File: config.mk
export PLATFORM = sky130hd
export DESIGN_NAME = fetch_line_queue
export DESIGN_NICKNAME = d
export VERILOG_FILES = /design/src/rtl/fetch_pkg.sv /design/src/rtl/fetch_queue.sv /design/src/rtl/fetch_line_queue.sv
export SDC_FILE = /design/constraint.sdc
export NUM_CORES = 2
export LEC_CHECK = 0
export BUFFER_PORTS_ARGS = -buffer_cell sky130_fd_sc_hd__buf_2
export CAP_MARGIN = 20
export CORE_UTILIZATION = 53
export DETAILED_ROUTE_END_ITERATION = 8
export PLACE_DENSITY = 0.69
export SLEW_MARGIN = 20
export SYNTH_ARGS = -nofsm -noshare
export SYNTH_HDL_FRONTEND = slang
export SYNTH_SLANG_ARGS = --single-unit
File: constraint.sdc
create_clock -name clk -period 8.1 [get_ports clk]
set_input_delay 1.62 -clock clk [delete_from_list [all_inputs] [get_ports clk]]
set_output_delay 1.62 -clock clk [all_outputs]
set_load 0.05 [all_outputs]
File: src/rtl/fetch_pkg.sv
// Shared types and derived-size helpers for the line-fetch front end.
package fetch_pkg;

  typedef enum logic [2:0] {
    IDLE,
    REQ,
    RESP,
    DRAIN,
    HALT
  } fetch_state_e;

  // Sysbus command encodings (from Sysbus.defs)
  localparam logic       SYSBUS_READ   = 1'b1;
  localparam logic [3:0] SYSBUS_MEMORY = 4'b0001;
  localparam int unsigned READ_TAG =
    (32'(SYSBUS_READ) << 12) | (32'(SYSBUS_MEMORY) << 8);

  function automatic int words_per_beat(input int bus_width);
    return bus_width / 32;
  endfunction

  function automatic int beats_per_line(input int line_bytes, input int bus_width);
    return line_bytes * 8 / bus_width;
  endfunction

  function automatic int words_per_line(input int line_bytes);
    return line_bytes / 4;
  endfunction

endpackage

File: src/rtl/fetch_queue.sv
// Instruction FIFO of {pc, word} entries: up to NW writes and one read per cycle.
module fetch_queue #(
  parameter int DEPTH = 32,
  parameter int NW    = 2
) (
  input  logic                      clk,
  input  logic                      reset,
  input  logic                      flush,
  input  logic [NW-1:0]             wr_en,
  input  logic [NW-1:0][63:0]       wr_pc,
  input  logic [NW-1:0][31:0]       wr_word,
  input  logic                      rd_en,
  output logic [63:0]               rd_pc,
  output logic [31:0]               rd_word,
  output logic                      empty,
  output logic [$clog2(DEPTH):0]    count
);

  localparam int AW = $clog2(DEPTH);

  logic [AW:0]   wr_ptr;
  logic [AW:0]   rd_ptr;
  logic [AW:0]   n_wr;
  logic [AW-1:0] slot [NW];
  logic [63:0]   pc_mem   [DEPTH];
  logic [31:0]   word_mem [DEPTH];

  // enabled lanes are packed into consecutive slots
  always_comb begin
    n_wr = '0;
    for (int k = 0; k < NW; k++) begin
      slot[k] = wr_ptr[AW-1:0] + n_wr[AW-1:0];
      if (wr_en[k]) n_wr = n_wr + (AW+1)'(1);
    end
  end

  always_ff @(posedge clk) begin
    for (int k = 0; k < NW; k++) begin
      if (wr_en[k] && !flush) begin
        pc_mem[slot[k]]   <= wr_pc[k];
        word_mem[slot[k]] <= wr_word[k];
      end
    end
  end

  always_ff @(posedge clk) begin
    if (reset || flush) begin
      wr_ptr <= '0;
      rd_ptr <= '0;
    end else begin
      wr_ptr <= wr_ptr + n_wr;
      if (rd_en) rd_ptr <= rd_ptr + (AW+1)'(1);
    end
  end

  assign count   = wr_ptr - rd_ptr;
  assign empty   = (wr_ptr == rd_ptr);
  assign rd_pc   = pc_mem[rd_ptr[AW-1:0]];
  assign rd_word = word_mem[rd_ptr[AW-1:0]];

endmodule

File: src/rtl/fetch_line_queue.sv
// Instruction fetch front end: line bursts over Sysbus, unpacked into an instruction queue.
// state | meaning
// IDLE  | waiting for queue room to issue the next line request
// REQ   | request held on the bus until acked
// RESP  | consuming beats of the current line into the queue
// DRAIN | acking and discarding the rest of an abandoned burst
// HALT  | zero word reached; no more requests until redirect
module fetch_line_queue
  import fetch_pkg::*;
#(
  parameter int BUS_DATA_WIDTH = 64,
  parameter int BUS_TAG_WIDTH  = 13,
  parameter int LINE_BYTES     = 64,
  parameter int QUEUE_DEPTH    = 32
) (
  input  logic                      clk,
  input  logic                      reset,
  input  logic [63:0]               entry,
  output logic                      bus_reqcyc,
  output logic [BUS_DATA_WIDTH-1:0] bus_req,
  output logic [BUS_TAG_WIDTH-1:0]  bus_reqtag,
  input  logic                      bus_reqack,
  input  logic                      bus_respcyc,
  input  logic [BUS_DATA_WIDTH-1:0] bus_resp,
  input  logic [BUS_TAG_WIDTH-1:0]  bus_resptag,
  output logic                      bus_respack,
  input  logic                      redirect_valid,
  input  logic [63:0]               redirect_pc,
  output logic                      inst_valid,
  input  logic                      inst_ready,
  output logic [31:0]               inst_data,
  output logic [63:0]               inst_pc,
  output logic                      halted
);

  localparam int W     = words_per_beat(BUS_DATA_WIDTH);
  localparam int BEATS = beats_per_line(LINE_BYTES, BUS_DATA_WIDTH);
  localparam int LW    = words_per_line(LINE_BYTES);
  localparam int OFF_W = $clog2(LINE_BYTES);
  localparam int IW    = OFF_W - 2;
  localparam int BW    = (BEATS > 1) ? $clog2(BEATS) : 1;
  localparam int CW    = $clog2(QUEUE_DEPTH) + 1;
  localparam logic [63:0] LINE_MASK = ~64'(LINE_BYTES - 1);

  fetch_state_e state, state_nx, rst_state;

  logic [63:0]         fpc;
  logic [63:0]         req_addr;
  logic [IW-1:0]       skip;
  logic [BW-1:0]       beat;
  logic                stop_seen;
  logic                drop_burst;
  logic                req_go;
  logic                last_beat;
  logic                zero_hit;
  logic                can_req;
  logic [W-1:0]        wr_en;
  logic [W-1:0][63:0]  wr_pc;
  logic [W-1:0][31:0]  wr_word;
  logic                q_empty;
  logic [CW-1:0]       q_count;
  logic                unused_resptag;

  assign unused_resptag = ^bus_resptag;
  assign last_beat      = (beat == BW'(BEATS - 1));
  assign can_req        = (q_count <= CW'(QUEUE_DEPTH - LW));

  always_ff @(posedge clk) begin
    if (reset) state <= rst_state;
    else       state <= state_nx;
  end

  always_comb begin
    rst_state = IDLE;
    if ((state == RESP || state == DRAIN) && !(bus_respcyc && last_beat))
      rst_state = DRAIN;
    state_nx = state;
    if (redirect_valid) begin
      case (state)
        REQ:         state_nx = bus_reqack ? DRAIN : REQ;
        RESP, DRAIN: state_nx = (bus_respcyc && last_beat) ? IDLE : DRAIN;
        default:     state_nx = IDLE;
      endcase
    end else begin
      case (state)
        IDLE:  if (req_go) state_nx = bus_reqack ? RESP : REQ;
        REQ:   if (bus_reqack) state_nx = drop_burst ? DRAIN : RESP;
        RESP:  if (bus_respcyc && last_beat) state_nx = (stop_seen || zero_hit) ? HALT : IDLE;
        DRAIN: if (bus_respcyc && last_beat) state_nx = IDLE;
        default: state_nx = state;
      endcase
    end
  end

  always_comb begin
    req_go      = (state == IDLE) && !reset && !redirect_valid && can_req;
    bus_reqcyc  = req_go || ((state == REQ) && !reset);
    bus_req     = '0;
    bus_reqtag  = '0;
    if (bus_reqcyc) begin
      bus_req    = BUS_DATA_WIDTH'((state == REQ) ? req_addr : (fpc & LINE_MASK));
      bus_reqtag = BUS_TAG_WIDTH'(READ_TAG);
    end
    bus_respack = bus_respcyc && (state == RESP || state == DRAIN);
    inst_valid  = !q_empty && !redirect_valid && !reset;
    halted      = (state == HALT) && q_empty && !reset;
  end

  // unpack a beat: skip leading words, stop at the first zero word
  always_comb begin
    wr_en    = '0;
    zero_hit = 1'b0;
    for (int k = 0; k < W; k++) begin
      wr_word[k] = bus_resp[32*k +: 32];
      wr_pc[k]   = req_addr + 64'((int'(beat) * W + k) * 4);
    end
    if (state == RESP && bus_respcyc && !redirect_valid && !reset && !stop_seen) begin
      for (int k = 0; k < W; k++) begin
        if (!zero_hit && (int'(beat) * W + k) >= int'(skip)) begin
          if (wr_word[k] == 32'd0) zero_hit = 1'b1;
          else                     wr_en[k] = 1'b1;
        end
      end
    end
  end

  always_ff @(posedge clk) begin
    if (reset && !(state == RESP || state == DRAIN)) beat <= '0;
    else if (bus_respack) beat <= last_beat ? '0 : beat + BW'(1);

    if (reset) begin
      fpc        <= entry;
      req_addr   <= '0;
      skip       <= '0;
      stop_seen  <= 1'b0;
      drop_burst <= 1'b0;
    end else if (redirect_valid) begin
      fpc        <= redirect_pc;
      stop_seen  <= 1'b0;
      drop_burst <= (state == REQ) && !bus_reqack;
    end else begin
      if (req_go) begin
        req_addr <= fpc & LINE_MASK;
        skip     <= fpc[OFF_W-1:2];
      end
      if (state == RESP) begin
        if (zero_hit) stop_seen <= 1'b1;
        if (bus_respcyc && last_beat && !stop_seen && !zero_hit)
          fpc <= req_addr + 64'(LINE_BYTES);
      end else begin
        stop_seen <= 1'b0;
      end
      if (state == REQ && bus_reqack) drop_burst <= 1'b0;
    end
  end

  fetch_queue #(
    .DEPTH (QUEUE_DEPTH),
    .NW    (W)
  ) u_queue (
    .clk     (clk),
    .reset   (reset),
    .flush   (redirect_valid),
    .wr_en   (wr_en),
    .wr_pc   (wr_pc),
    .wr_word (wr_word),
    .rd_en   (inst_valid && inst_ready),
    .rd_pc   (inst_pc),
    .rd_word (inst_data),
    .empty   (q_empty),
    .count   (q_count)
  );

endmodule

# [Word level (Yosys, flattened, before mapping)]
# Memories as Yosys holds them, arrays and structs flattened. A register that Yosys moved wholly into a read port is not among the register bits.
# Index checks and enable logic that the tools add are counted.
# Widths: inputs -> output; s select.
[classes] n_bitwise=2 magnitude_cmp=3 eq_ne=10 add_sub_neg=11 mux=45 reduce_logical=49
[ops] operator="$mux 64" count=6
[ops] operator="$add 64x6->64" count=1
[ops] operator="$add 64x7->64" count=1
[ops] operator="$add 64x7->64 const B" count=1
[ops] operator="$logic_not 32->1" count=2
[ops] operator="$logic_and 1x1->1" count=24
[ops] operator="$mux 3" count=8
[ops] operator="$mux 5" count=4
[ops] operator="$mux 1" count=18
[ops] operator="$mux 13" count=1
[ops] operator="$pmux 3 s4" count=1
[ops] operator="$add 4x1->5 const B" count=2
[ops] operator="$mux 2" count=5
[ops] operator="$logic_not 1->1" count=9
[ops] operator="$ne 4x3->1 const B" count=2
[ops] operator="$ne 4x4->1 const B" count=2
[ops] operator="$add 6x1->6 const B" count=1
[ops] operator="$add 6x6->6" count=1
[ops] operator="$eq 3x2->1 const B" count=2
[ops] operator="$eq 3x3->1 const B" count=2
[ops] operator="$eq 6x6->1" count=1
[ops] operator="$le 6x5->1 const B" count=1
[ops] operator="$mux 6" count=1
[ops] operator="$reduce_bool 3->1" count=2
[ops] operator="17 further kinds" count=22
[word_totals] in_bits=211 output_inout_bits=177 ram_bits=3072 wordCells=131 register_bits=146 memories=2
[memory_table] memory="u_queue.pc_mem" depth=32 width=64 read_ports=1 rd_ports_with_merged_regs=1 write_ports=2 line="fetch_queue.sv:25" text="logic [63:0] pc_mem [DEPTH];"
[memory_table] memory="u_queue.word_mem" depth=32 width=32 read_ports=1 rd_ports_with_merged_regs=1 write_ports=2 line="fetch_queue.sv:26" text="logic [31:0] word_mem [DEPTH];"

# [Logic depth before layout (Yosys ltp)]
[logic_depth] ltp_word=16 ltp_mapped=17 ltp_nobuf=14

# [Modules after synthesis]
# Synthesis repeated with hierarchy kept, for this count alone.
[hier_totals] cells_unflattened=11799 area_unflattened_um2=163262.8
[modules_own_cells] mod="fetch_queue" cells_each=10767 area_per_inst_um2=155250.1 instances=1 seq_area_each_um2=92588.8
[modules_own_cells] mod="fetch_line_queue" cells_each=1032 area_per_inst_um2=8012.7 instances=1 seq_area_each_um2=3293.2

# [Worst setup path after synthesis]
# No wires, ideal clock.
[synth_timing] path_kind="in2reg" from="input port bus_resp[27]" to="memory u_queue.pc_mem[15][10] (enable)" required_time_ns=7.653 slack_ns=1.147 path_buffers=3 setup_time_ns=0.447 cell_stages=15 arrival_time_ns=6.507 cell_sequence="nor4_1 > nand2_1 > nor4_4 > buf_2 > nor3_1 > ha_1 > ha_1 > nor2b_1 > a21boi_0 > o21bai_1 > a2111o_1 > buf_2 > o21a_1 > buf_2 > inv_1"
[synth_rtl] item="from (decl)" line="fetch_line_queue.sv:24" text="input logic [BUS_DATA_WIDTH-1:0] bus_resp,"
[synth_rtl] item="to (decl)" line="fetch_queue.sv:25"

==> results.cfg <==
[cts]
cts_tree = yes
ctsHoldBuffers = 0
post_cts_resized = 0
clockRootBuffer = clkbuf_16
clk_pin_slew_ns = 0.06
cts_sinks = 3157
htree_levels = 5
clk_latency_ns = 0.97
cts_buffer_depth = 4
cts_buffers = 333
postCtsSetupRepairBufs = 0

[worst_setup_path]
r2r_cells = 14
r2r-end = u_queue.word_mem[22][11]$_DFFE_PP_
startpoint_type = input port
worstSetupPathType = input port to flop
reg2reg_setup_slack_ns = 1.73
crit_arrival_ns = 7.10
cp.required_ns = 8.65
critPathMaxFanout = 64
end_kind = flop
crit_start = bus_resp[26]
r2r_start = beat[0]$_SDFFE_PP0P_

[placed_design]
place_area_um2 = 155700
dp_slack_ns = 0.8276
place_congestion = 0.8182
dp_hpwl_um = 245800
port_buffers = 351

[timing]
tns_ns = 0
finalCritPeriodShare = 0.8085
finalCriticalPeriod_ns = 6.549
slew_headroom = 0.2162
drv_slew = 0
tightest_slew_ns = 1.174
fin_skew_ns = 0.07158
fmax_ghz = 0.1527
finalSetupViolations = 0
hold_viol_final = 0
rsz0062_at_grt = false
fin_ws_ns = 1.551

[power_and_ir_drop]
worst_ir_drop_vdd_mv = 0.1949
finalPower_mw = 35.65
p_per_area_nw_per_um2 = 214.0
cellLeakagePower_nw = 47.63

[die]
die_h_um = 534.0
start_util = 0.5350
core_area_um2 = 280400
dieArea_um2 = 285100
fp-row-count = 194
die_w_um = 534.0
io_pins = 388

[yosys]
yosys.cell_types.count = 82
yosys-top-cells-area = edfxtp_1 61%, mux4_2 14%, mux2_2 8.2%, nor2b_1 5.1%, and2_1 2.1%
async_reset_ff_frac = 0
yosysWarnings = 0
syn_area_um2 = 150000
syn_inst = 9313
ys_seq_area_frac = 0.6243
synth_top_area_share = 0.6088
synth_seq_cells = 3157
synth_top_cell_by_area = edfxtp_1
syn_avg_cell_area_um2 = 16.11
synth_edf_count = 3041
synth_flop_cell = edfxtp_1

[layout]
seq_area_um2 = 93680
layout_commonest_cell = edfxtp_1
final_layout_size_suffix_gt1_frac = 0.3414
n_fill_cell = 20824
areaGrowthSynthToFinish_pct = 11.03
mostFrequentLayoutCells = 3041 x edfxtp_1, 1231 x nor2b_1, 1087 x mux2_2
fin_area_um2 = 166500
multi_input_area_um2 = 52290
fin_nets = 9455

[routing]
drtIter0Drc = 12814
drc = 0
vias_per_cell = 6.681
num_vias = 88374
routedWlPerCell_um = 35.02
first_pass_iters = 6
ant_nets = 0
drt-total-wl_um = 463200

[worst_hold_path]
min_path_cells = 2
hp-start = u_queue.pc_mem[15][2]$_SDFFE_PP1P_
min_to = u_queue.pc_mem[15][2]$_SDFFE_PP1P_
min_path_type = flop to flop

[run_status]
outcome = finished clean

[global_routing]
grt_use_total = 0.3219
overflow = 0
grt_max_degree = 113
antenna_found_initial = 29
grt_pass1_vias = 88163
grt_pass1_wl_um = 648000

[run]
drv_cap = 0
[worst max path at each step]
stage | endpoint | slack, ns | cells past startpoint
after global routing | u_queue.word_mem[22][11]$_DFFE_PP_ | 1.47 | 15
final | u_queue.word_mem[22][11]$_DFFE_PP_ | 1.55 | 15
after global placement | u_queue.word_mem[22][28]$_DFFE_PP_ | 0.87 | 15
after CTS | u_queue.word_mem[22][11]$_DFFE_PP_ | 1.78 | 15
after detailed placement | u_queue.word_mem[22][28]$_DFFE_PP_ | 0.83 | 15
after floorplan | u_queue.pc_mem[15][10]$_DFFE_PP_ | 1.15 | 15
[synthesized netlist by cell type, types with 5 or more instances]
master,count
mux2_1,32
xor2_1,24
mux2_2,1087
nor4_1,27
o31ai_1,12
buf_4,60
o211ai_4,11
nand2b_1,21
and2_1,505
edfxtp_1,3041
inv_1,42
clkinv_1,7
nand3_1,87
o21ai_0,151
o2bb2ai_2,8
mux4_2,940
nand4_1,24
o21a_2,10
or3_1,10
buf_1,58
mux2i_1,24
a21oi_1,142
a2bb2oi_2,7
clkbuf_1,788
o22ai_1,8
buf_2,159
and3_1,8
ha_1,18
dfxtp_1,116
o21a_1,5
a22oi_1,24
nor2b_1,1232
o2bb2a_1,5
nor2_1,282
a22o_1,7
nor3_1,18
and4_1,8
nand2_1,196
xnor2_1,37
[worst max-delay path: stages]
cell and delay (ns):
buf_2 0.29, nor4_1 0.54, nand2_1 0.35, nor4_4 0.34
buf_4 0.27, nor3_1 0.11, ha_1 0.35, ha_1 0.32
nor2b_1 0.18, a31oi_1 0.26, nor2b_1 0.63, o211ai_4 0.16
o21a_4 0.32, inv_8 0.74, buf_4 0.51
[power breakdown]
group          switching [mW]  leakage, nW  internal, mW  total [mW]
Sequential              0.171         26.5          17.8        18.0
Clock                    6.57         5.21          8.77        15.3
Combinational            1.58         15.9         0.716        2.30
[per-layer routing]
layer | wire length [um] | up-vias | global-route usage | part of all wire
li1 | - | 35125 | - | -
met1 | 171100 | 46490 | 0.4308 | 0.37
met2 | 221100 | 5656 | 0.5198 | 0.48
met3 | 48910 | 1091 | 0.05825 | 0.11
met4 | 22060 | 12 | 0.1396 | 0.048
met5 | 92 | - | 0 | 0.00020
[through the flow]
stage            util  hold slack (ns)  std cells
2_1_floorplan       -           0.4365       9331
3_3_place_gp   0.5554           0.4444      12612
3_5_place_dp   0.5554           0.4529      12614
4_1_cts        0.5938           0.4644      13211
5_1_grt        0.5939           0.4856      13215
6_report       0.5940           0.4632      13227
[area by class of cell]
type | count | area share
Sequential cell | 3157 | 0.5625
Multi-Input combinational cell | 5058 | 0.3140
Clock buffer | 416 | 0.05254
Timing Repair Buffer | 625 | 0.02850
Tap cell | 3724 | 0.02798
Clock inverter | 181 | 0.01204
Inverter | 50 | 0.002209
Antenna cell | 16 | 0.0002404
[cell families after synthesis]
kind of cell               Yosys count  share of synthesized area
AOI/OAI and AO/OA                  429                    0.01896
other                                1                 0.00002500
buffers and inverters             1116                    0.03081
and+or+nand+nor                   2447                    0.09398
DFF                               3157                     0.6243
muxes                             2083                     0.2267
xor gates and xnor gates            61                   0.003562
adders and majority gates           19                   0.001635
[flip-flops by register name (all words and copies together), names as in the netlist, 4 cells and up, named ones only]
register and cells:
u_queue.wr_ptr 6, fpc 62, u_queue.word_mem 1024, skip 4, u_queue.pc_mem 1984, u_queue.rd_ptr 6, req_addr 58
Note: power is estimated with default switching activity, not from simulation.
